[src/rtl/controlador_entrada_autenticacao_pkg.sv]
// Shared types and constants for the credential-entry controller.
// The optional inactivity timeout is enabled with AUTENTICACAO_TIMEOUT_EN.
package pkg_autenticacao;

  // Width of the comparator verdict {AUT3,AUT2,AUT1}.
  localparam int AUT_W = 3;

  // Default number of code bits, matching the 6-input comparator.
  localparam int CODE_BITS_DEF = 6;

  typedef enum logic [2:0] {
    ST_IDLE    = 3'd0,
    ST_COLLECT = 3'd1,
    ST_PRESENT = 3'd2,
    ST_EVAL    = 3'd3,
    ST_GRANT   = 3'd4,
    ST_DENY    = 3'd5,
    ST_LOCKOUT = 3'd6
  } estado_t;

  // Bits needed to hold values 0..max_val; never less than one bit.
  function automatic int cnt_w(input int max_val);
    return (max_val < 1) ? 1 : $clog2(max_val + 1);
  endfunction

  // Largest of three interval lengths, used to size the shared timer.
  function automatic int max3(input int a, input int b, input int c);
    int m;
    m = (a > b) ? a : b;
    return (m > c) ? m : c;
  endfunction

endpackage

[src/rtl/controlador_entrada_autenticacao_temporizador.sv]
// Loadable down-counter with a done flag. It is shared by the grant hold,
// the lockout hold and the optional inter-bit timeout, because those
// intervals never overlap in time.
module temporizador_autenticacao #(
  parameter int W = 5
) (
  input  logic         clk,
  input  logic         rst,
  input  logic         load_i,
  input  logic [W-1:0] load_val_i,
  input  logic         en_i,
  output logic         done_o
);

  logic [W-1:0] cnt_q;
  logic [W-1:0] cnt_d;

  // A load wins over counting; counting stops at zero so the counter never wraps.
  always_comb begin
    cnt_d = cnt_q;
    if (load_i) begin
      cnt_d = load_val_i;
    end else if (en_i && (cnt_q != '0)) begin
      cnt_d = cnt_q - 1'b1;
    end
  end

  // Counter register.
  always_ff @(posedge clk) begin
    if (rst) begin
      cnt_q <= '0;
    end else begin
      cnt_q <= cnt_d;
    end
  end

  // Done in the last cycle of the interval. A value of N loaded on entry
  // therefore gives exactly N cycles in the owning state.
  assign done_o = (cnt_q == W'(1));

endmodule

[src/rtl/controlador_entrada_autenticacao.sv]
// Credential-entry controller driving the 6-bit authentication comparator.
// It collects the code serially, presents it in parallel, samples the
// comparator verdict, and grants, denies or locks out.
// Optional inter-bit timeout: define AUTENTICACAO_TIMEOUT_EN.
module controlador_entrada_autenticacao
  import pkg_autenticacao::*;
#(
  parameter int CODE_BITS      = CODE_BITS_DEF,
  parameter int MAX_TRIES      = 3,
  parameter int GRANT_CYCLES   = 4,
  parameter int LOCK_CYCLES    = 16,
  parameter int TIMEOUT_CYCLES = 8
) (
  input  logic                           clk,
  input  logic                           rst,
  input  logic                           BIT_IN,
  input  logic                           BIT_VALID,
  input  logic                           CANCEL,
  output logic [CODE_BITS-1:0]           CODE_OUT,
  output logic                           CODE_VALID,
  input  logic [AUT_W-1:0]               AUT_IN,
  output logic [AUT_W-1:0]               ACCESS,
  output logic                           LOCKED,
  output logic [$clog2(MAX_TRIES+1)-1:0] TRIES,
  output logic                           BUSY
);

  localparam int TRIES_W = $clog2(MAX_TRIES + 1);
  localparam int BCNT_W  = cnt_w(CODE_BITS);
  // The timeout length takes part in sizing even when the timeout is not
  // built; this only matters if it exceeds both hold intervals.
  localparam int TMR_W   = cnt_w(max3(GRANT_CYCLES, LOCK_CYCLES, TIMEOUT_CYCLES));

  estado_t              state_q, state_d;
  logic [CODE_BITS-1:0] code_q, code_d;
  logic [BCNT_W-1:0]    bcnt_q, bcnt_d;
  logic [AUT_W-1:0]     access_q, access_d;
  logic [TRIES_W-1:0]   tries_q, tries_d;
  logic                 locked_q, locked_d;

  logic                 tmr_load;
  logic [TMR_W-1:0]     tmr_val;
  logic                 tmr_en;
  logic                 tmr_done;

  logic [BCNT_W-1:0]    bcnt_inc;
  logic                 last_bit;
  logic [CODE_BITS-1:0] code_shift;

  // Failed-attempt counter saturates at MAX_TRIES instead of wrapping.
  function automatic logic [TRIES_W-1:0] sat_inc(input logic [TRIES_W-1:0] t);
    return (t >= TRIES_W'(MAX_TRIES)) ? t : t + 1'b1;
  endfunction

  // Shift left with the new bit entering the LSB, so the first bit ends as A.
  assign code_shift = (code_q << 1) | CODE_BITS'(BIT_IN);
  assign bcnt_inc   = bcnt_q + 1'b1;
  assign last_bit   = (bcnt_inc == BCNT_W'(CODE_BITS));

  temporizador_autenticacao #(
    .W (TMR_W)
  ) u_tmr (
    .clk        (clk),
    .rst        (rst),
    .load_i     (tmr_load),
    .load_val_i (tmr_val),
    .en_i       (tmr_en),
    .done_o     (tmr_done)
  );

  // State and datapath registers; reset returns everything to idle and clears TRIES.
  always_ff @(posedge clk) begin
    if (rst) begin
      state_q  <= ST_IDLE;
      code_q   <= '0;
      bcnt_q   <= '0;
      access_q <= '0;
      tries_q  <= '0;
      locked_q <= 1'b0;
    end else begin
      state_q  <= state_d;
      code_q   <= code_d;
      bcnt_q   <= bcnt_d;
      access_q <= access_d;
      tries_q  <= tries_d;
      locked_q <= locked_d;
    end
  end

  // Next-state logic; user inputs only matter in IDLE and COLLECT.
  always_comb begin
    state_d = state_q;
    unique case (state_q)
      ST_IDLE: begin
        if (!CANCEL && BIT_VALID) begin
          state_d = (BCNT_W'(CODE_BITS) == BCNT_W'(1)) ? ST_PRESENT : ST_COLLECT;
        end
      end
      ST_COLLECT: begin
        if (CANCEL) begin
          state_d = ST_IDLE;
        end else if (BIT_VALID) begin
          if (last_bit) state_d = ST_PRESENT;
`ifdef AUTENTICACAO_TIMEOUT_EN
        end else if (tmr_done) begin
          state_d = ST_DENY;
`endif
        end
      end
      ST_PRESENT: state_d = ST_EVAL;
      ST_EVAL:    state_d = (AUT_IN != '0) ? ST_GRANT : ST_DENY;
      ST_GRANT:   if (tmr_done) state_d = ST_IDLE;
      ST_DENY:    state_d = (tries_q == TRIES_W'(MAX_TRIES)) ? ST_LOCKOUT : ST_IDLE;
      ST_LOCKOUT: if (tmr_done) state_d = ST_IDLE;
      default:    state_d = ST_IDLE;
    endcase
  end

  // Datapath updates and timer control for each state.
  always_comb begin
    code_d   = code_q;
    bcnt_d   = bcnt_q;
    access_d = access_q;
    tries_d  = tries_q;
    locked_d = locked_q;
    tmr_load = 1'b0;
    tmr_val  = '0;
    tmr_en   = 1'b0;
    unique case (state_q)
      ST_IDLE: begin
        if (CANCEL) begin
          code_d = '0;
          bcnt_d = '0;
        end else if (BIT_VALID) begin
          code_d = code_shift;
          bcnt_d = BCNT_W'(1);
`ifdef AUTENTICACAO_TIMEOUT_EN
          tmr_load = 1'b1;
          tmr_val  = TMR_W'(TIMEOUT_CYCLES);
`endif
        end
      end
      ST_COLLECT: begin
        if (CANCEL) begin
          code_d = '0;
          bcnt_d = '0;
        end else if (BIT_VALID) begin
          code_d = code_shift;
          bcnt_d = bcnt_inc;
`ifdef AUTENTICACAO_TIMEOUT_EN
          // Each strobe restarts the inactivity window.
          tmr_load = 1'b1;
          tmr_val  = TMR_W'(TIMEOUT_CYCLES);
        end else begin
          tmr_en = 1'b1;
          if (tmr_done) begin
            // An abandoned entry counts as a failed attempt.
            code_d  = '0;
            bcnt_d  = '0;
            tries_d = sat_inc(tries_q);
          end
`endif
        end
      end
      ST_PRESENT: begin
        bcnt_d = '0;
      end
      ST_EVAL: begin
        if (AUT_IN != '0) begin
          access_d = AUT_IN;
          tries_d  = '0;
          tmr_load = 1'b1;
          tmr_val  = TMR_W'(GRANT_CYCLES);
        end else begin
          tries_d = sat_inc(tries_q);
        end
      end
      ST_GRANT: begin
        tmr_en = 1'b1;
        if (tmr_done) begin
          access_d = '0;
          code_d   = '0;
        end
      end
      ST_DENY: begin
        if (tries_q == TRIES_W'(MAX_TRIES)) begin
          locked_d = 1'b1;
          tmr_load = 1'b1;
          tmr_val  = TMR_W'(LOCK_CYCLES);
        end else begin
          code_d = '0;
        end
      end
      ST_LOCKOUT: begin
        tmr_en = 1'b1;
        if (tmr_done) begin
          locked_d = 1'b0;
          tries_d  = '0;
        end
      end
      default: begin
        code_d = '0;
        bcnt_d = '0;
      end
    endcase
  end

  // Output decode; CODE_VALID marks the single PRESENT cycle.
  always_comb begin
    CODE_OUT   = code_q;
    CODE_VALID = (state_q == ST_PRESENT);
    ACCESS     = access_q;
    LOCKED     = locked_q;
    TRIES      = tries_q;
    BUSY       = (state_q != ST_IDLE);
  end

endmodule

[config.mk]
export PLATFORM = sky130hd
export DESIGN_NAME = controlador_entrada_autenticacao
export DESIGN_NICKNAME = d
export VERILOG_FILES = /design/src/rtl/controlador_entrada_autenticacao_pkg.sv /design/src/rtl/controlador_entrada_autenticacao_temporizador.sv /design/src/rtl/controlador_entrada_autenticacao.sv
export SDC_FILE = /design/constraint.sdc
export NUM_CORES = 1
export LEC_CHECK = 0
export ABC_AREA = 0
export CAP_MARGIN = 5
export CORE_UTILIZATION = 56
export DETAILED_ROUTE_END_ITERATION = 8
export MAX_ROUTING_LAYER = met4
export PLACE_DENSITY = 0.88
export SYNTH_ARGS = -nofsm -noshare
export SYNTH_HDL_FRONTEND = slang
export SYNTH_HIERARCHICAL = 1
export SYNTH_SLANG_ARGS = --single-unit
[constraint.sdc]
create_clock -name clk -period 6 [get_ports clk]
set_input_delay 0.6 -clock clk [delete_from_list [all_inputs] [get_ports clk]]
set_output_delay 0.6 -clock clk [all_outputs]
set_load 0.02 [all_outputs]
==> results by group, run 1 <==
Global routing
  • Gr usage total: 26.5%
  • Initial antenna violation count: 0
  • First-pass GRT wire length: 5040 um
  • Vias in the first global route: about 1,200
  • Global route total overflow: 0
  • Largest net degree at the start of global routing: 22

Finish
  • NumNets Final: roughly 190
  • Area growth syn-to-layout: 17.6%
  • # fillers: 178
  • Layout cells sized above 1: under 10%
  • Area taken by multi-input logic gates: between 800 and 900 sq um
  • Reg area: 460 sq um
  • Antenna cell count: 0

STA
  • Period utilization: between 40% and 50%
  • Max Clk Rate: between 300 and 400 MHz
  • Final Setup Violations: 0
  • Max-slew violations: 0
  • Setup ws final: roughly 3300 ps
  • Slew Limit Headroom: 60.9%
  • Clock skew: approximately 2.2 ps
  • Tmin final: 2720 ps
  • Slew @ Worst Pin: between 500 and 600 ps
  • RSZ-0062 raised after global routing: false
  • Final Hold Vio Count: 0
  • Setup TNS: 0 ps

Min path
  • Hold Startpoint: bcnt_q[1]$_SDFFE_PP0P_
  • Path type of the worst min-delay path: reg2reg

Setup path
  • CP arrival: ~2100 ps
  • CP startpoint kind: flip-flop
  • CP Max Fanout: 19
  • Cell Chain, Critical Path: or2b_1 -> nor2_1 -> clkdlybuf4s50_1
  • WS Path Type: reg2out
  • CP max-delay cell: dfxtp_1
  • CP Launch Point: state_q[1]$_SDFFE_PP0P_
  • Worst flop-to-flop path startpoint: state_q[1]$_SDFFE_PP0P_
  • Max stage delay on crit path: roughly 700 ps
  • CP endpoint kind: output port
  • Worst Path Required: roughly 5400 ps

Floorplan
  • Die Span X: 51.3 um
  • Core Box Area: 2250 sq um
  • Starting Density: 60.3%
  • Io pins: 22
  • Die Area: 2630 sq um
  • Die H: between 50 and 60 um
  • Row count: 17

Logic synthesis
  • Mapped Area: approximately 1400 sq um
  • Share of the yosys chip area belonging to registers: around 34%
  • Synth Instances: 159
  • #FFs+latches synth: 23
  • Ys Warns: 6
  • Syn avg cell area: 8.55 sq um
  • Synth top area share: about 34%
  • Synth unique cells: 45
  • Synth area leader: dfxtp_1
  • Area contributors post-synth: dfxtp_1 (34%), ha_1 (4.6%), nand2b_1 (4.6%), a21oi_1 (4.4%), mux2i_1 (4.4%)

Clock network
  • Setup bufs post-CTS: 0
  • H-tree levels: 1
  • Post-cts sizing count: 0
  • Worst skew pair latency: approximately 320 ps
  • Clk root buf: clkbuf_4
  • Inserted Clock Buffers: 3
  • Sink Count: 23
  • Clock Tree Buf Depth: 2
  • CTS clock-pin slew for the worst setup and hold paths: roughly 130 ps
  • CTS tree: done
  • Hold buffer count at cts: 0

Place
  • IO Port Bufs: 21
  • GPL Wtd Cong: approximately 0.9
  • DP HPWL: 2130 um
  • Pre-CTS setup slack: around 3200 ps

Job
  • Max-cap violations: 0

Drt
  • Post-Route WL: 2950 um
  • WL/cell: ~14 um
  • Antenna Nets Post-Route: 0
  • Routed vias: ~1,200
  • Initial DRC Count: 22
  • DR pass1 iterations: 4
  • Vias/cell: 5.92
  • Drc violations: 0

Pwr
  • VDD IR-drop max: around 0.00015 V
  • Leakage: a little over 0.6 nW
  • Power density over cell area: between 150 and 200 nW/um^2

Outcome
  • Status: finished, final reports clean
worst max-delay path, delay by kind of cell (launching register included):
family,cells,cell delay (ps)
simple gates,2,480
flops,1,690
buf+inv,1,630
power breakdown:
| part | leakage, nW | total, mW | internal (mW) | switching, mW |
|---|---|---|---|---|
| clock | 0.0177 | 0.0742 | 0.0250 | 0.0491 |
| sequential | 0.186 | 0.161 | 0.156 | 0.00552 |
| combinational | 0.415 | 0.0442 | 0.0215 | 0.0227 |
| total | 0.619 | 0.280 | 0.202 | 0.0774 |
cell usage after synthesis:
cell,n
dfxtp_1,23
nor2_1,13
a21oi_1,12
nand2b_1,10
nand2_1,9
inv_1,8
mux2i_1,6
clkbuf_1,5
ha_1,5
nor3_1,5
o21ai_0,5
nand3b_1,4
a21boi_0,3
a22oi_1,3
buf_2,3
nor2b_1,3
nor4b_1,3
or2_2,3
or3_1,3
a2111oi_2,2
mux2_2,2
o21ba_2,2
o21bai_1,2
o31ai_1,2
or4b_1,2
xor2_1,2
a2111oi_0,1
a211oi_1,1
a221oi_1,1
a311o_1,1
a31oi_1,1
a41o_1,1
and3_1,1
and3b_1,1
and4_1,1
and4_4,1
buf_1,1
buf_6,1
conb_1,1
nand4b_1,1
nor4_1,1
o311ai_0,1
o32a_1,1
or2b_1,1
or4b_4,1
metrics by stage:
stage / area, sq um / util (%) / std cells / power (mW) / hold slack (ps)
after global placement: 1570 / 69.7 / 201 / 0.206 / 456
after detailed placement: 1570 / 69.7 / 201 / 0.208 / 470
after global routing: 1600 / 70.9 / 205 / 0.293 / 506
after CTS: 1600 / 70.9 / 205 / 0.282 / 487
after floorplan: 1370 / - / 161 / 0.194 / 449
final: 1600 / 70.9 / 205 / 0.280 / 484
sequential cells by signal, indices dropped and copies added, names as in the netlist:
| register | count |
|---|---|
| LOCKED | 1 |
| u_tmr/cnt_q | 5 |
| ACCESS | 3 |
| TRIES | 2 |
| state_q | 3 |
| CODE_OUT | 6 |
| bcnt_q | 3 |
cell families after synthesis:
logic type | share of synthesized area, %
adder cells (fa/ha/maj) | 4.60
AND/OR/NAND/NOR | 27.5
other | 0.276
multiplexers | 6.07
flip-flops | 33.9
buffers and inverters | 5.80
XOR/XNOR | 1.29
AO/OA/AOI/OAI | 20.6
cell type report:
type                    count  area share (%)
flip-flops and latches     23            28.8
repair buffers             22            13.6
inverters                   8            1.88
well taps                  28            2.19
multi-input cells         120            51.8
clock inverters             1           0.313
clock buffers               3            1.41
per-layer routing:
metal / track usage, % / part of all wire, % / up-vias / routed length [um]
met5: - / 0 / - / 0
met4: 14.4 / 2.2 / 0 / 65
met3: 2.68 / 4.8 / 11 / 143
met2: 43.2 / 48 / 40 / 1410
met1: 32.2 / 45 / 558 / 1340
li1: - / - / 605 / -
cells in the final DEF, fill, tap and decap left out, types with 2 or more instances in the layout:
cell type	n
a2111oi_2	2
a21boi_0	3
a21oi_1	12
a22oi_1	3
clkbuf_4	3
clkdlybuf4s50_1	21
conb_1	3
dfxtp_1	23
ha_1	5
inv_1	8
mux2_2	2
mux2i_1	6
nand2_1	9
nand2b_1	10
nand3b_1	4
nor2_1	13
nor2b_1	3
nor3_1	5
nor4b_1	3
o21ai_0	5
o21ba_2	2
o21bai_1	2
o31ai_1	2
or2_2	3
or3_1	3
or4b_1	2
xor2_1	2
path summary, 6_finish.rpt:
kind                            cells past startpoint                           to  slack, ps
worst max-delay path                                3                   CODE_VALID       3280
worst min-delay path                                2       bcnt_q[1]$_SDFFE_PP0P_        480
worst max register to register                      6  u_tmr/cnt_q[0]$_SDFFE_PP0P_       3330
worst min register to register                      2       bcnt_q[1]$_SDFFE_PP0P_        480
Note: power is estimated with default switching activity, not from simulation.
==> inputs of run 2 (changes only) <==
- CORE_UTILIZATION: 56 -> 47
- PLACE_DENSITY: 0.88 -> 0.79
- clock period: 6 -> 2.5 ns (I/O delays scaled with it)
==> results by group, run 2 (same netlist as run 1, synthesis figures left out) <==
STA
  • Clock skew: 12.8 ps (+10.5 ps)
  • Max Clk Rate: 465 MHz
  • RSZ-0062 raised after global routing: false
  • Slew Limit Headroom: 56.4% (-4.5 points)
  • Setup ws final: 351 ps (-2930 ps)
  • Max-slew violations: 0 (unchanged)
  • Tmin final: between 2000 and 2500 ps
  • Period utilization: around 86%
  • Slew @ Worst Pin: 649 ps (+66.4 ps)
  • Final Setup Violations: 0 (unchanged)
  • Setup TNS: 0 ps (unchanged)
  • Final Hold Vio Count: 0 (unchanged)

Clock network
  • Hold buffer count at cts: 0 (unchanged)
  • CTS tree: done
  • Sink Count: 23 (unchanged)
  • CTS clock-pin slew for the worst setup and hold paths: 120 ps (about the same)
  • Inserted Clock Buffers: 3 (unchanged)
  • Clk root buf: clkbuf_4
  • Post-cts sizing count: 0 (unchanged)
  • Clock Tree Buf Depth: 2 (unchanged)
  • Setup bufs post-CTS: 0 (unchanged)
  • Worst skew pair latency: 320 ps (about the same)
  • H-tree levels: 1 (unchanged)

Drt
  • Vias/cell: 5.73 (-3.2%)
  • Drc violations: 0 (unchanged)
  • Antenna Nets Post-Route: 0 (unchanged)
  • WL/cell: 14.1 um (-2.1%)
  • DR pass1 iterations: 4 (unchanged)
  • Routed vias: 1,210 (-0.33%)
  • Initial DRC Count: 46 (+110%)
  • Post-Route WL: 2970 um (+0.75%)

Global routing
  • Global route total overflow: 0 (unchanged)
  • Grt met1 use: 24.9% (-7.3 points)
  • Vias in the first global route: 1,209 (+2.5%)
  • GR Layer Usage met3: 3.26% (+0.58 points)
  • Gr usage total: 20.8% (-5.8 points)
  • GR peak layer: met2
  • First-pass GRT wire length: 5110 um (+1.4%)
  • Largest net degree at the start of global routing: 27 (+23%)
  • Initial antenna violation count: 0 (unchanged)
  • Met2 Usage GRT: 34.9% (-8.3 points)

Setup path
  • CP endpoint kind: output port
  • Worst Path Required: 2250 ps (-3150 ps)
  • CP startpoint kind: flip-flop
  • WP buf/inv: 1 (unchanged)
  • CP max-delay cell: clkdlybuf4s50_1
  • Max stage delay on crit path: 630 ps (-60 ps)
  • Cell family contributing the most delay on the critical path: buffers and inverters
  • CP Max Fanout: 16 (-3)
  • Cell Chain, Critical Path: or2b_1 -> nor2_1 -> clkdlybuf4s50_1
  • CP arrival: 1900 ps (-220 ps)
  • WS Path Type: reg2out

Min path
  • Path type of the worst min-delay path: reg2reg

Finish
  • Commonest non-fill, non-tap cell in the layout: dfxtp_1
  • Area taken by multi-input logic gates: 828 sq um (unchanged)
  • Antenna cell count: 0 (unchanged)
  • Number of flip-flops in the largest register: 6 (unchanged)
  • NumNets Final: 194 (+1.6%)
  • Leading cell types in the layout, fill and taps excluded: dfxtp_1 (23), clkdlybuf4s50_1 (21), nor2_1 (13)
  • # fillers: 258 (+45%)
  • Layout cells sized above 1: 10.0% (+0.96 points)
  • Area growth syn-to-layout: 19.4%
  • Reg area: 460 sq um (unchanged)

Pwr
  • VDD IR-drop max: 0.000322 V (+110%)
  • Leakage: 0.632 nW (+2.2%)
  • Power density over cell area: 416 nW/um^2 (+140%)

Floorplan
  • Die Area: 3110 sq um (+18%)
  • Core Box Area: 2760 sq um (+22%)
  • Die H: 55.8 um (+8.8%)
  • Io pins: 22 (unchanged)
  • Starting Density: 49.3% (-11 points)
  • Row count: 19 (+2)
  • Die Span X: 55.8 um (+8.8%)

Place
  • GPL Wtd Cong: 0.784 (-13%)
  • IO Port Bufs: 21 (unchanged)
  • DP HPWL: 2180 um (+2.4%)
  • Pre-CTS setup slack: 359 ps (-2810 ps)

Job
  • Max-cap violations: 0 (unchanged)

Outcome
  • Status: finished, final reports clean
## run 2: changes by cell type in the layout (fill, tap and decap cells not counted), sizes merged
cell and change:
clkinv -1, clkbuf +1, buf +3
## run 2: worst register-to-register path, stage by stage (launching register included)
cell,delay (ps)
dfxtp_1,640
nand2_1,150
or2_2,350
nand2b_1,310
inv_1,120
and4_4,190
a2111oi_2,300
## run 2: layout make-up
type	instances	share of cell area, %
Clock buffer	4	1.62
Inverter	8	1.85
Multi-Input combinational cell	120	51.0
Sequential cell	23	28.4
Tap cell	31	2.39
Timing Repair Buffer	25	14.8
## run 2: worst paths after layout
check | startpoint | end | slack [ps] | depth (start not counted)
max reg2reg | state_q[2]$_SDFFE_PP0P_ | u_tmr/cnt_q[3]$_SDFFE_PP0P_ | 350 | 6
max | state_q[2]$_SDFFE_PP0P_ | CODE_VALID | 350 | 3
min | bcnt_q[1]$_SDFFE_PP0P_ | bcnt_q[1]$_SDFFE_PP0P_ | 500 | 2
min reg2reg | bcnt_q[1]$_SDFFE_PP0P_ | bcnt_q[1]$_SDFFE_PP0P_ | 500 | 2
## run 2: metal layers
metal	routed length [um]	part of all wire [%]	vias up
li1	-	-	609
met1	1390	47	567
met2	1440	48	27
met3	98	3.3	7
met4	48	1.6	0
met5	0	0	-
## run 2: power by group
part | leakage (nW) | internal (mW) | switching (mW)
Sequential | 0.186 | 0.373 | 0.0105
Clock | 0.0150 | 0.0625 | 0.117
Combinational | 0.431 | 0.0529 | 0.0581
Total | 0.632 | 0.489 | 0.186
## run 2: metrics by stage
step           utilization, %  area [sq um]  std cells  power [mW]  hold WS [ps]
4_1_cts                  58.9          1620        211       0.674           497
3_5_place_dp             57.9          1600        207       0.502           479
5_1_grt                  58.9          1620        211       0.705           531
2_1_floorplan               -          1370        161       0.465           413
3_3_place_gp             57.9          1600        207       0.497           458
6_report                 58.9          1620        211       0.675           495
==> inputs of run 3 (changes only) <==
- ABC_AREA: 0 -> 1
- CORE_UTILIZATION: 47 -> 48
- PLACE_DENSITY: 0.79 -> 0.8
==> results by group, run 3 <==
Pwr
  • Internal power: 955 uW (+95%)
  • Combinational power share: 57.9% (+41 points)
  • Seq pwr share: 32.7% (-24 points)
  • Leakage: 0.790 nW (+25%)
  • Clk network pwr share: 9.4% (-17 points)
  • Power density over cell area: 1060 nW/um^2 (+150%)
  • Switching power total: 845 uW (+350%)
  • Switching share of power: 46.9% (+19 points)
  • VDD IR-drop max: 0.000511 V (+59%)
  • Pwr Total: 1.80 mW (+170%)

Logic synthesis
  • Synth Instances: 225 (+42%)
  • Mapped Area: 1470 sq um (+7.7%)
  • Ys Warns: 6 (unchanged)
  • Synth area leader: dfxtp_1
  • Share of the yosys chip area belonging to registers: 31.4% (-2.4 points)
  • Syn avg cell area: 6.51 sq um (-24%)
  • Post-synth EDFFs: 0 (unchanged)
  • Async SR Flop Fraction: 0% (unchanged)
  • Synth cell count leaders: nand2_1 (62), nor2_1 (38), dfxtp_1 (23), inv_1 (23), nand3_1 (19)
  • Most common cell in the netlist: nand2_1
  • Synth top area share: 31.4% (-2.4 points)
  • Top FF cell, synth: dfxtp_1
  • #FFs+latches synth: 23 (unchanged)
  • Area contributors post-synth: dfxtp_1 (31%), nand2_1 (16%), nor2_1 (9.7%), nand3_1 (6.5%), inv_1 (5.9%)
  • Synth unique cells: 26 (-42%)

Clock network
  • Inserted Clock Buffers: 3 (unchanged)
  • Worst skew pair latency: 300 ps (-20 ps)
  • CTS tree: done
  • Hold buffer count at cts: 0 (unchanged)
  • Post-cts sizing count: 0 (unchanged)
  • Setup bufs post-CTS: 0 (unchanged)
  • Clock Tree Buf Depth: 2 (unchanged)
  • Clk root buf: clkbuf_4
  • H-tree levels: 1 (unchanged)
  • Sink Count: 23 (unchanged)
  • CTS clock-pin slew for the worst setup and hold paths: 130 ps (about the same)

STA
  • Max-slew violations: 0 (unchanged)
  • Slew @ Worst Pin: 515 ps (-134 ps)
  • Setup ws final: 444 ps (+92.7 ps)
  • Tmin final: 2060 ps (-92.7 ps)
  • Period utilization: 82.2% (-3.7 points)
  • Final Setup Violations: 0 (unchanged)
  • RSZ-0062 raised after global routing: false
  • Final Hold Vio Count: 0 (unchanged)
  • Max Clk Rate: 486 MHz (+4.5%)
  • Clock skew: 6.71 ps (-6.05 ps)
  • Slew Limit Headroom: 65.6% (+9.2 points)
  • Setup TNS: 0 ps (unchanged)

Setup path
  • Cell family contributing the most delay on the critical path: buffers and inverters
  • Max stage delay on crit path: 570 ps (-60 ps)
  • Worst-case reg-to-reg path depth: 10 (+4)
  • CP Max Fanout: 8 (-8)
  • CP max-delay cell: dfxtp_1
  • CP arrival: 1810 ps (-90 ps)
  • CP startpoint kind: flip-flop
  • CP endpoint kind: output port
  • Stages on worst setup path: 6 (+3)
  • WP buf/inv: 4 (+3)
  • Cell Chain, Critical Path: inv_2 -> nand2_2 -> inv_1 -> nand2_1 -> inv_1 -> clkdlybuf4s50_1
  • Cell mode on critical path: inv_1
  • Worst Path Required: 2250 ps (about the same)
  • WS Path Type: reg2out

Floorplan
  • Starting Density: 51.8% (+2.5 points)
  • Io pins: 22 (unchanged)
  • Die Area: 3280 sq um (+5.3%)
  • Row count: 19 (unchanged)
  • Core Box Area: 2830 sq um (+2.6%)
  • Die Span X: 57.3 um (+2.6%)
  • Die H: 57.3 um (+2.6%)

Global routing
  • Global route total overflow: 0 (unchanged)
  • Largest net degree at the start of global routing: 17 (-37%)
  • Gr usage total: 18.9% (-1.9 points)
  • First-pass GRT wire length: 4840 um (-5.2%)
  • Initial antenna violation count: 0 (unchanged)
  • Vias in the first global route: 1,174 (-2.9%)

Drt
  • Initial DRC Count: 67 (+46%)
  • Post-Route WL: 2800 um (-5.9%)
  • DR pass1 iterations: 6 (+2)
  • Drc violations: 2 (+2)
  • WL/cell: 10.0 um (-29%)
  • Vias/cell: 4.95 (-14%)
  • Routed vias: 1,382 (+14%)
  • Antenna Nets Post-Route: 0 (unchanged)

Finish
  • NumNets Final: 262 (+35%)
  • Antenna cell count: 0 (unchanged)
  • Layout cells sized above 1: 12.9% (+2.9 points)
  • Area growth syn-to-layout: 16.0%
  • Commonest non-fill, non-tap cell in the layout: nand2_1
  • Leading cell types in the layout, fill and taps excluded: nand2_1 (62), nor2_1 (38), dfxtp_1 (23), inv_1 (23), clkdlybuf4s50_1 (21)
  • Number of flip-flops in the largest register: 6 (unchanged)

Job
  • Max-cap violations: 0 (unchanged)

Place
  • Pre-CTS setup slack: 704 ps (+345 ps)
  • IO Port Bufs: 21 (unchanged)
  • DP HPWL: 2190 um (about the same)
  • GPL Wtd Cong: 0.844 (+7.6%)

Outcome
  • Failing checks: DRC
  • Status: finished, violations left

Min path
  • Path type of the worst min-delay path: reg2reg
  • Hold depth: 2 (unchanged)
-- run 3: cell count changes in the layout (fill, tap and decap cells not counted), sizes merged, moves of 4 or more --
cell / before / now
a21oi: 12 / 8
buf: 4 / 0
inv: 8 / 26
mux2i: 6 / 1
nand2: 9 / 72
nand2b: 10 / 0
nand3: 0 / 20
nand3b: 4 / 0
nor2: 13 / 51
nor3: 5 / 0
-- run 3: kinds of logic after synthesis --
kind of cell / after synthesis / share of synthesized area, %
compound gates: 19 / 8.11
xor+xnor: 1 / 0.598
fa+ha+maj: 5 / 4.27
buf+inv: 31 / 10.2
flops: 23 / 31.4
mux: 1 / 0.683
other cells: 1 / 0.256
simple gates: 144 / 44.4
-- run 3: layer usage --
metal	wire (um)	GRT usage [%]	vias to the layer above
met3	126	2.04	2
met2	1240	29.6	33
met4	21	5.23	0
met5	0	-	-
li1	-	-	743
met1	1410	26.0	604
-- run 3: final timing paths --
kind | from | endpoint | slack [ps]
setup / recovery | state_q[2]$_SDFFE_PP0P_ | CODE_VALID | 440
hold / removal | LOCKED$_SDFFE_PP0P_ | LOCKED$_SDFFE_PP0P_ | 490
setup reg to reg | state_q[2]$_SDFFE_PP0P_ | u_tmr/cnt_q[3]$_SDFFE_PP0P_ | 850
hold reg to reg | LOCKED$_SDFFE_PP0P_ | LOCKED$_SDFFE_PP0P_ | 490
-- run 3: power groups by stage --
stage / combinational (mW) / clock (mW) / sequential, mW
after floorplan: 0.768 / 0 / 0.640
after global placement: 1.03 / 0 / 0.595
after detailed placement: 1.04 / 0 / 0.598
after CTS: 1.05 / 0.175 / 0.588
after global routing: 1.18 / 0.188 / 0.607
final: 1.04 / 0.169 / 0.588
-- run 3: layout make-up --
cell class	instances	area, sq um
clock buffer	4	26.3
fill	270	1130
inverter	27	101
multi-input combinational	173	862
sequential	23	460
tap	31	38.8
timing repair buffer	21	210
-- run 3: worst min-delay path: cells and delay by family (launching register included) --
kind / cells / cell delay (ps)
DFF: 1 / 330
AOI/OAI and AO/OA: 2 / 130
-- run 3: metrics by stage --
stage,cells,cell area (sq um),hold WS [ps],util [%]
finish,279,1700,490,60.1
global route,279,1700,527,60.1
CTS,279,1700,495,60.1
detailed placement,275,1670,477,59.1
global placement,275,1670,463,59.1
floorplan,227,1470,319,-
